[src/rtl/ex_muldiv_pkg.sv]
// rtl/ex_muldiv_pkg.sv - op encodings, FSM states and constants for the iterative M-extension unit
package ex_muldiv_pkg;

  typedef enum logic [2:0] {
    OP_MUL    = 3'b000,
    OP_MULH   = 3'b001,
    OP_MULHSU = 3'b010,
    OP_MULHU  = 3'b011,
    OP_DIV    = 3'b100,
    OP_DIVU   = 3'b101,
    OP_REM    = 3'b110,
    OP_REMU   = 3'b111
  } md_op_e;

  typedef enum logic [1:0] {
    S_IDLE = 2'd0,
    S_CALC = 2'd1,
    S_DONE = 2'd2
  } md_state_e;

  localparam int          ITER   = 32;
  localparam logic [31:0] DIV0_Q = 32'hFFFF_FFFF;
  localparam logic [31:0] OVF_Q  = 32'h8000_0000;

endpackage

[src/rtl/ex_muldiv_sign_adjust.sv]
// rtl/ex_muldiv_sign_adjust.sv - operand magnitude conversion on entry, sign restoration on exit
module muldiv_sign_adjust
  import ex_muldiv_pkg::*;
(
  input  logic [2:0]  op_i,
  input  logic [31:0] a_i,
  input  logic [31:0] b_i,
  output logic [31:0] mag_a_o,
  output logic [31:0] mag_b_o,
  output logic        sign_a_o,
  output logic        sign_b_o,
  input  logic [63:0] prod_mag_i,
  input  logic [31:0] quot_mag_i,
  input  logic [31:0] rem_mag_i,
  input  logic        neg_res_i,
  input  logic        neg_rem_i,
  output logic [63:0] prod_o,
  output logic [31:0] quot_o,
  output logic [31:0] rem_o
);

  logic a_signed;
  logic b_signed;

  // MULHSU treats only rs1 as signed
  assign a_signed = (op_i == OP_MULH) || (op_i == OP_MULHSU) || (op_i == OP_DIV) || (op_i == OP_REM);
  assign b_signed = (op_i == OP_MULH) || (op_i == OP_DIV) || (op_i == OP_REM);

  assign sign_a_o = a_signed & a_i[31];
  assign sign_b_o = b_signed & b_i[31];
  assign mag_a_o  = sign_a_o ? (32'd0 - a_i) : a_i;
  assign mag_b_o  = sign_b_o ? (32'd0 - b_i) : b_i;

  assign prod_o = neg_res_i ? (64'd0 - prod_mag_i) : prod_mag_i;
  assign quot_o = neg_res_i ? (32'd0 - quot_mag_i) : quot_mag_i;
  assign rem_o  = neg_rem_i ? (32'd0 - rem_mag_i) : rem_mag_i;

endmodule

[src/rtl/ex_muldiv.sv]
// rtl/ex_muldiv.sv - fixed-latency radix-2 multiply/divide unit for the EX stage
module ex_muldiv
  import ex_muldiv_pkg::*;
(
  input  logic        clk,
  input  logic        rst,
  input  logic        start,
  input  logic [2:0]  op,
  input  logic [31:0] op_a,
  input  logic [31:0] op_b,
  input  logic [4:0]  rd_in,
  input  logic        flush,
  output logic        busy,
  output logic        done,
  output logic [31:0] result,
  output logic [4:0]  rd_out
);

  md_state_e   state_q, state_d;
  md_op_e      op_q, op_d;
  logic [31:0] a_q, a_d;
  logic [31:0] b_q, b_d;
  logic [63:0] acc_q, acc_d;
  logic [4:0]  cnt_q, cnt_d;
  logic [4:0]  rd_q, rd_d;
  logic [4:0]  rd_out_q, rd_out_d;
  logic [31:0] result_q, result_d;
  logic        neg_res_q, neg_res_d;
  logic        neg_rem_q, neg_rem_d;
  logic        div0_q, div0_d;
  logic        ovf_q, ovf_d;

  logic [31:0] mag_a, mag_b;
  logic        sign_a, sign_b;
  logic [63:0] prod_fin;
  logic [31:0] quot_fin, rem_fin;
  logic [32:0] mul_sum, div_top, div_diff;
  logic [63:0] step;
  logic [31:0] fin;

  muldiv_sign_adjust u_sign_adjust (
    .op_i       (op),
    .a_i        (op_a),
    .b_i        (op_b),
    .mag_a_o    (mag_a),
    .mag_b_o    (mag_b),
    .sign_a_o   (sign_a),
    .sign_b_o   (sign_b),
    .prod_mag_i (step),
    .quot_mag_i (step[31:0]),
    .rem_mag_i  (step[63:32]),
    .neg_res_i  (neg_res_q),
    .neg_rem_i  (neg_rem_q),
    .prod_o     (prod_fin),
    .quot_o     (quot_fin),
    .rem_o      (rem_fin)
  );

  // acc = {hi, lo}: multiply shifts right adding into hi; divide shifts left, hi is the partial remainder
  always_comb begin
    mul_sum  = {1'b0, acc_q[63:32]} + (acc_q[0] ? {1'b0, b_q} : 33'd0);
    div_top  = acc_q[63:31];
    div_diff = div_top - {1'b0, b_q};
    if (op_q[2]) begin
      step = div_diff[32] ? {div_top[31:0], acc_q[30:0], 1'b0}
                          : {div_diff[31:0], acc_q[30:0], 1'b1};
    end else begin
      step = {mul_sum, acc_q[31:1]};
    end
  end

  always_comb begin
    case (op_q)
      OP_MUL:                       fin = prod_fin[31:0];
      OP_MULH, OP_MULHSU, OP_MULHU: fin = prod_fin[63:32];
      OP_DIV, OP_DIVU:              fin = div0_q ? DIV0_Q : (ovf_q ? OVF_Q : quot_fin);
      default:                      fin = div0_q ? a_q : (ovf_q ? 32'd0 : rem_fin);
    endcase
  end

  always_comb begin
    state_d   = state_q;
    op_d      = op_q;
    a_d       = a_q;
    b_d       = b_q;
    acc_d     = acc_q;
    cnt_d     = cnt_q;
    rd_d      = rd_q;
    rd_out_d  = rd_out_q;
    result_d  = result_q;
    neg_res_d = neg_res_q;
    neg_rem_d = neg_rem_q;
    div0_d    = div0_q;
    ovf_d     = ovf_q;
    busy      = 1'b0;
    done      = 1'b0;

    case (state_q)
      S_IDLE: busy = start && !flush;
      S_CALC: busy = 1'b1;
      S_DONE: done = 1'b1;
      default: ;
    endcase

    if (flush) begin
      state_d = S_IDLE;
    end else begin
      case (state_q)
        S_IDLE: begin
          if (start) begin
            op_d      = md_op_e'(op);
            a_d       = op_a;
            b_d       = mag_b;
            acc_d     = {32'd0, mag_a};
            cnt_d     = 5'd0;
            rd_d      = rd_in;
            neg_res_d = sign_a ^ sign_b;
            neg_rem_d = sign_a;
            div0_d    = (op_b == 32'd0);
            ovf_d     = ((op == OP_DIV) || (op == OP_REM)) &&
                        (op_a == 32'h8000_0000) && (op_b == 32'hFFFF_FFFF);
            state_d   = S_CALC;
          end
        end
        S_CALC: begin
          acc_d = step;
          cnt_d = cnt_q + 5'd1;
          if (cnt_q == 5'(ITER - 1)) begin
            result_d = fin;
            rd_out_d = rd_q;
            state_d  = S_DONE;
          end
        end
        S_DONE:  state_d = S_IDLE;
        default: state_d = S_IDLE;
      endcase
    end
  end

  always_ff @(posedge clk) begin
    if (rst) begin
      state_q   <= S_IDLE;
      op_q      <= OP_MUL;
      a_q       <= 32'd0;
      b_q       <= 32'd0;
      acc_q     <= 64'd0;
      cnt_q     <= 5'd0;
      rd_q      <= 5'd0;
      rd_out_q  <= 5'd0;
      result_q  <= 32'd0;
      neg_res_q <= 1'b0;
      neg_rem_q <= 1'b0;
      div0_q    <= 1'b0;
      ovf_q     <= 1'b0;
    end else begin
      state_q   <= state_d;
      op_q      <= op_d;
      a_q       <= a_d;
      b_q       <= b_d;
      acc_q     <= acc_d;
      cnt_q     <= cnt_d;
      rd_q      <= rd_d;
      rd_out_q  <= rd_out_d;
      result_q  <= result_d;
      neg_res_q <= neg_res_d;
      neg_rem_q <= neg_rem_d;
      div0_q    <= div0_d;
      ovf_q     <= ovf_d;
    end
  end

  assign result = result_q;
  assign rd_out = rd_out_q;

endmodule

[config.mk]
export PLATFORM = sky130hd
export DESIGN_NAME = ex_muldiv
export DESIGN_NICKNAME = d
export VERILOG_FILES = /design/src/rtl/ex_muldiv_pkg.sv /design/src/rtl/ex_muldiv_sign_adjust.sv /design/src/rtl/ex_muldiv.sv
export SDC_FILE = /design/constraint.sdc
export NUM_CORES = 1
export LEC_CHECK = 0
export CAP_MARGIN = 30
export CORE_MARGIN = 4
export CORE_UTILIZATION = 38
export DETAILED_ROUTE_END_ITERATION = 8
export SLEW_MARGIN = 5
export SYNTH_ARGS = -nofsm -noshare
export SYNTH_HDL_FRONTEND = slang
export SYNTH_SLANG_ARGS = --single-unit
[constraint.sdc]
create_clock -name clk -period 5.55 [get_ports clk]
set_clock_uncertainty 0.1 [all_clocks]
set_input_delay 1.665 -clock clk [delete_from_list [all_inputs] [get_ports clk]]
set_output_delay 1.665 -clock clk [all_outputs]
set_load 0.01 [all_outputs]
==> out/summary.log <==
qor: clocking.cts.reportedPaths.clkPinSlew 0.08 ns
qor: critical_path.cpMostUsedCell sky130_fd_sc_hd__o21ai_1
qor: layout.post-route-util 0.447
qor: placed_design.placer_congestion_estimate 1.02
qor: detailed_routing.drt-total-wl 68700 um
qor: floorplanning.core-area 0.0430 mm^2
qor: floorplanning.die_height 216 um
qor: timing.max_slew_margin 0.330
qor: critical_path.startpoint_type register
qor: logic_synthesis.post-synth-top-area-cell sky130_fd_sc_hd__dfxtp_1
qor: timing.finalCritPeriodShare 0.941
qor: layout.area_delta_synth_final 16.5%
qor: global_route.grt-ovfl-total 0
qor: detailed_routing.route.vias.total 18.3k
qor: logic_synthesis.synthMostInstantiatedCell sky130_fd_sc_hd__nand2_1
qor: logic_synthesis.synthTopCellsByArea sky130_fd_sc_hd__dfxtp_1 22%, sky130_fd_sc_hd__nand2_1 6.9%, sky130_fd_sc_hd__a21oi_1 6.4%
qor: critical_path.r2r.worst_path.cells 16
qor: detailed_routing.drc 0
qor: logic_synthesis.synth_edf_count 0
qor: global_route.grt_usage 0.282
qor: status.status finished clean
qor: critical_path.crit_arrival 5.50 ns
qor: pwr.static-leakage-power 7.23 nW
qor: critical_path.timing.critical_path.max_delay_family compound AO/OA/AOI/OAI gates
qor: min_path.holdCritPathClass register to register
qor: clocking.tritoncts.num_buffers 17
qor: logic_synthesis.synth.top_cells.by_count 302 x sky130_fd_sc_hd__nand2_1, 211 x sky130_fd_sc_hd__a21oi_1, 184 x sky130_fd_sc_hd__dfxtp_1
qor: floorplanning.die_w 216 um
qor: timing.tightestPinTransition 1.01 ns
qor: logic_synthesis.synth_top_area_frac 0.224
qor: timing.finalHoldViolations 0
qor: min_path.min_delay_worst_endpoint rd_out[2]
qor: pwr.vdd_drop_max 0.265 mV
qor: floorplanning.initial_utilization 0.383
qor: logic_synthesis.ys.flop_type sky130_fd_sc_hd__dfxtp_1
qor: placed_design.portBuffers 114
qor: clocking.root_buffer sky130_fd_sc_hd__clkbuf_16
qor: critical_path.critical-path-slowest-cell sky130_fd_sc_hd__or3_1
qor: critical_path.crit-reg2reg-capture result[23]
qor: global_route.first_pass_grt_wire_length 103000 um
qor: pwr.power_per_cell_area 198 mW/mm^2
qor: placed_design.dp.final_hpwl 53500 um
qor: run.maxCapViolCount 0
qor: floorplanning.fp.dieArea 0.0468 mm^2
qor: critical_path.cell_breakdown_of_the_critical_path inv_1 > ha_1 > nand2_1 > o21ai_1 > o2bb2ai_1 > o21ai_1 > a31oi_2 > buf_4 > o2111ai_1 > and3_1 > or4b_4 > or3_1 > o41ai_2 > xnor2_1 > a21oi_1 > o31ai_1
qor: global_route.grt_antenna_before_repair 4
qor: logic_synthesis.ys_async_sr_fraction 0
qor: logic_synthesis.ys.warnings.count 0
qor: critical_path.crit-reg2reg-launch b_q[19]
qor: clocking.tritoncts_clock_tree built
qor: logic_synthesis.mapped_cell_area 0.0165 mm^2
qor: detailed_routing.antenna_violating_nets_post_route 0
qor: floorplanning.core.rowCount 76
qor: detailed_routing.routed_via_density 6.20
qor: timing.setup_tns_final 0 ns
qor: clocking.cts-root-to-sink-buffers 2
qor: logic_synthesis.synthesized_nets 2414
qor: critical_path.r2r_setup_slack 0.33 ns
qor: timing.number_of_max_slew_violations_in_the_final_report 0
qor: timing.final_period_minus_worst_setup_slack 5.22 ns
qor: clocking.hold_buffers 0
qor: critical_path.cp_num_buf_inv 2
qor: detailed_routing.first_pass_iters 6
qor: critical_path.timing.setup.critical_path_class register to register
qor: timing.fmaxAchievable 192 MHz
qor: floorplanning.floorplan.io_pins 115
qor: critical_path.timing.critical_path.to_type register
qor: critical_path.worst-path-max-fanout 13
qor: timing.report.final.setup_viol 0
qor: min_path.worstHoldPathCells 2
qor: logic_synthesis.gate_count_after_technology_mapping 2266
qor: min_path.min-delay-start rd_q[2]
qor: critical_path.critical-path-max-stage-delay 0.58 ns
qor: logic_synthesis.synth_area_per_cell 7.27 um^2
qor: global_route.first_global_vias 17.0k
qor: pwr.finalPower 0.00381 W
qor: global_route.maximum_number_of_pins_on_one_net_before_global_route_repair 124
qor: detailed_routing.routedWlPerCell 23.3 um
qor: timing.grt_setup_unrepaired false
qor: layout.finalNetCount 2495
qor: logic_synthesis.ys_seq_area_frac 0.224
qor: logic_synthesis.number_of_distinct_standard_cells_referenced_by_the_synthesized_netlist 90
qor: clocking.clock_insertion_delay_worst_skew 0.47 ns
qor: detailed_routing.drt_iter0_markers 1991
qor: layout.drive_gt1_frac 0.0903
qor: logic_synthesis.synth-seq-cells 184
qor: clocking.clock_sinks 184
qor: critical_path.crit_required 5.83 ns
qor: clocking.cts-htree-levels 4
==> how the worst max path moves through the flow <==
| stage | from | to | slack [ns] | cells after the start |
|---|---|---|---|---|
| after detailed placement | acc_q[31] | result[23] | 0.27 | 18 |
| after global placement | acc_q[31] | result[23] | 0.35 | 18 |
| final | b_q[19] | result[23] | 0.33 | 16 |
| after floorplan | acc_q[0] | result[28] | 0.90 | 18 |
| after CTS | acc_q[31] | result[23] | 0.23 | 18 |
| after global routing | acc_q[31] | result[31] | 0.06 | 18 |
==> final cells by class <==
type	instances	area, um^2
diodes	2	5.00
clock buffers	18	439
fillers	4492	23800
well taps	585	732
clock inverters	14	140
flip-flops and latches	184	3690
multi-input cells	1856	12000
inverters	72	270
repair buffers	216	1950
==> routing by layer <==
metal | part of all wire | global-route usage | vias to the layer above | wire length [um]
met1 | 0.43 | 0.385 | 8655 | 29400
met3 | 0.093 | 0.0582 | 147 | 6360
met5 | 0.00016 | 0 | - | 11
met4 | 0.043 | 0.109 | 2 | 2930
met2 | 0.44 | 0.438 | 933 | 30100
li1 | - | - | 8528 | -
==> through the flow <==
step	cells	area, um^2	hold slack [ns]	setup slack (ns)
floorplan	2266	16500	0.332	0.904
global placement	2912	18600	0.340	0.345
detailed placement	2913	18600	0.346	0.272
CTS	2945	19200	0.356	0.232
global route	2946	19200	0.371	0.0573
finish	2947	19200	0.354	0.328
==> cells by family after synthesis <==
logic type	Yosys count	synth area share
simple gates	804	0.232
compound gates	761	0.315
buf+inv	226	0.0531
flops	184	0.224
xor+xnor	179	0.0951
fa+ha+maj	72	0.0556
mux	40	0.0260
==> flip-flops by register name, summed over array words and instances (netlist names) <==
signal,flops
a_q,32
acc_q,64
b_q,32
cnt_q,5
div0_q,1
neg_rem_q,1
neg_res_q,1
op_q,3
ovf_q,1
rd_out,5
rd_q,5
result,32
state_q,2
==> repair_timing <==
item / in CTS / in global routing
buffers inserted: 0 / 0
gates resized for setup: 0 / 4
hold endpoints to repair: 0 / 0
endpoints found under the setup margin: 0 / 12
==> tightest hold or removal path, delay by kind of cell, from the launching register on <==
family          cells  cell delay (ns)
flops               1             0.31
simple gates        1             0.05
compound gates      1             0.05
==> layout by cell type (no fill, tap or decap), types with 29 or more instances in the layout <==
| cell | n |
|---|---|
| sky130_fd_sc_hd__xor2_1 | 76 |
| sky130_fd_sc_hd__nand3_1 | 53 |
| sky130_fd_sc_hd__nor3_1 | 41 |
| sky130_fd_sc_hd__o31ai_1 | 46 |
| sky130_fd_sc_hd__and2_1 | 47 |
| sky130_fd_sc_hd__a21oi_1 | 211 |
| sky130_fd_sc_hd__inv_1 | 70 |
| sky130_fd_sc_hd__xnor2_1 | 103 |
| sky130_fd_sc_hd__o21ai_0 | 136 |
| sky130_fd_sc_hd__nand4_1 | 35 |
| sky130_fd_sc_hd__a221oi_1 | 29 |
| sky130_fd_sc_hd__ha_1 | 70 |
| sky130_fd_sc_hd__a211oi_1 | 55 |
| sky130_fd_sc_hd__or3_1 | 34 |
| sky130_fd_sc_hd__nor2_1 | 166 |
| sky130_fd_sc_hd__buf_4 | 99 |
| sky130_fd_sc_hd__dfxtp_1 | 182 |
| sky130_fd_sc_hd__nand2_1 | 302 |
| sky130_fd_sc_hd__clkdlybuf4s50_1 | 113 |
| sky130_fd_sc_hd__o211ai_1 | 31 |
==> power by group <==
group	internal, W	switching, W
sequential	0.00137	0.0000575
clock	0.000606	0.000629
combinational	0.000419	0.000729
Note: power is estimated with default switching activity, not from simulation.
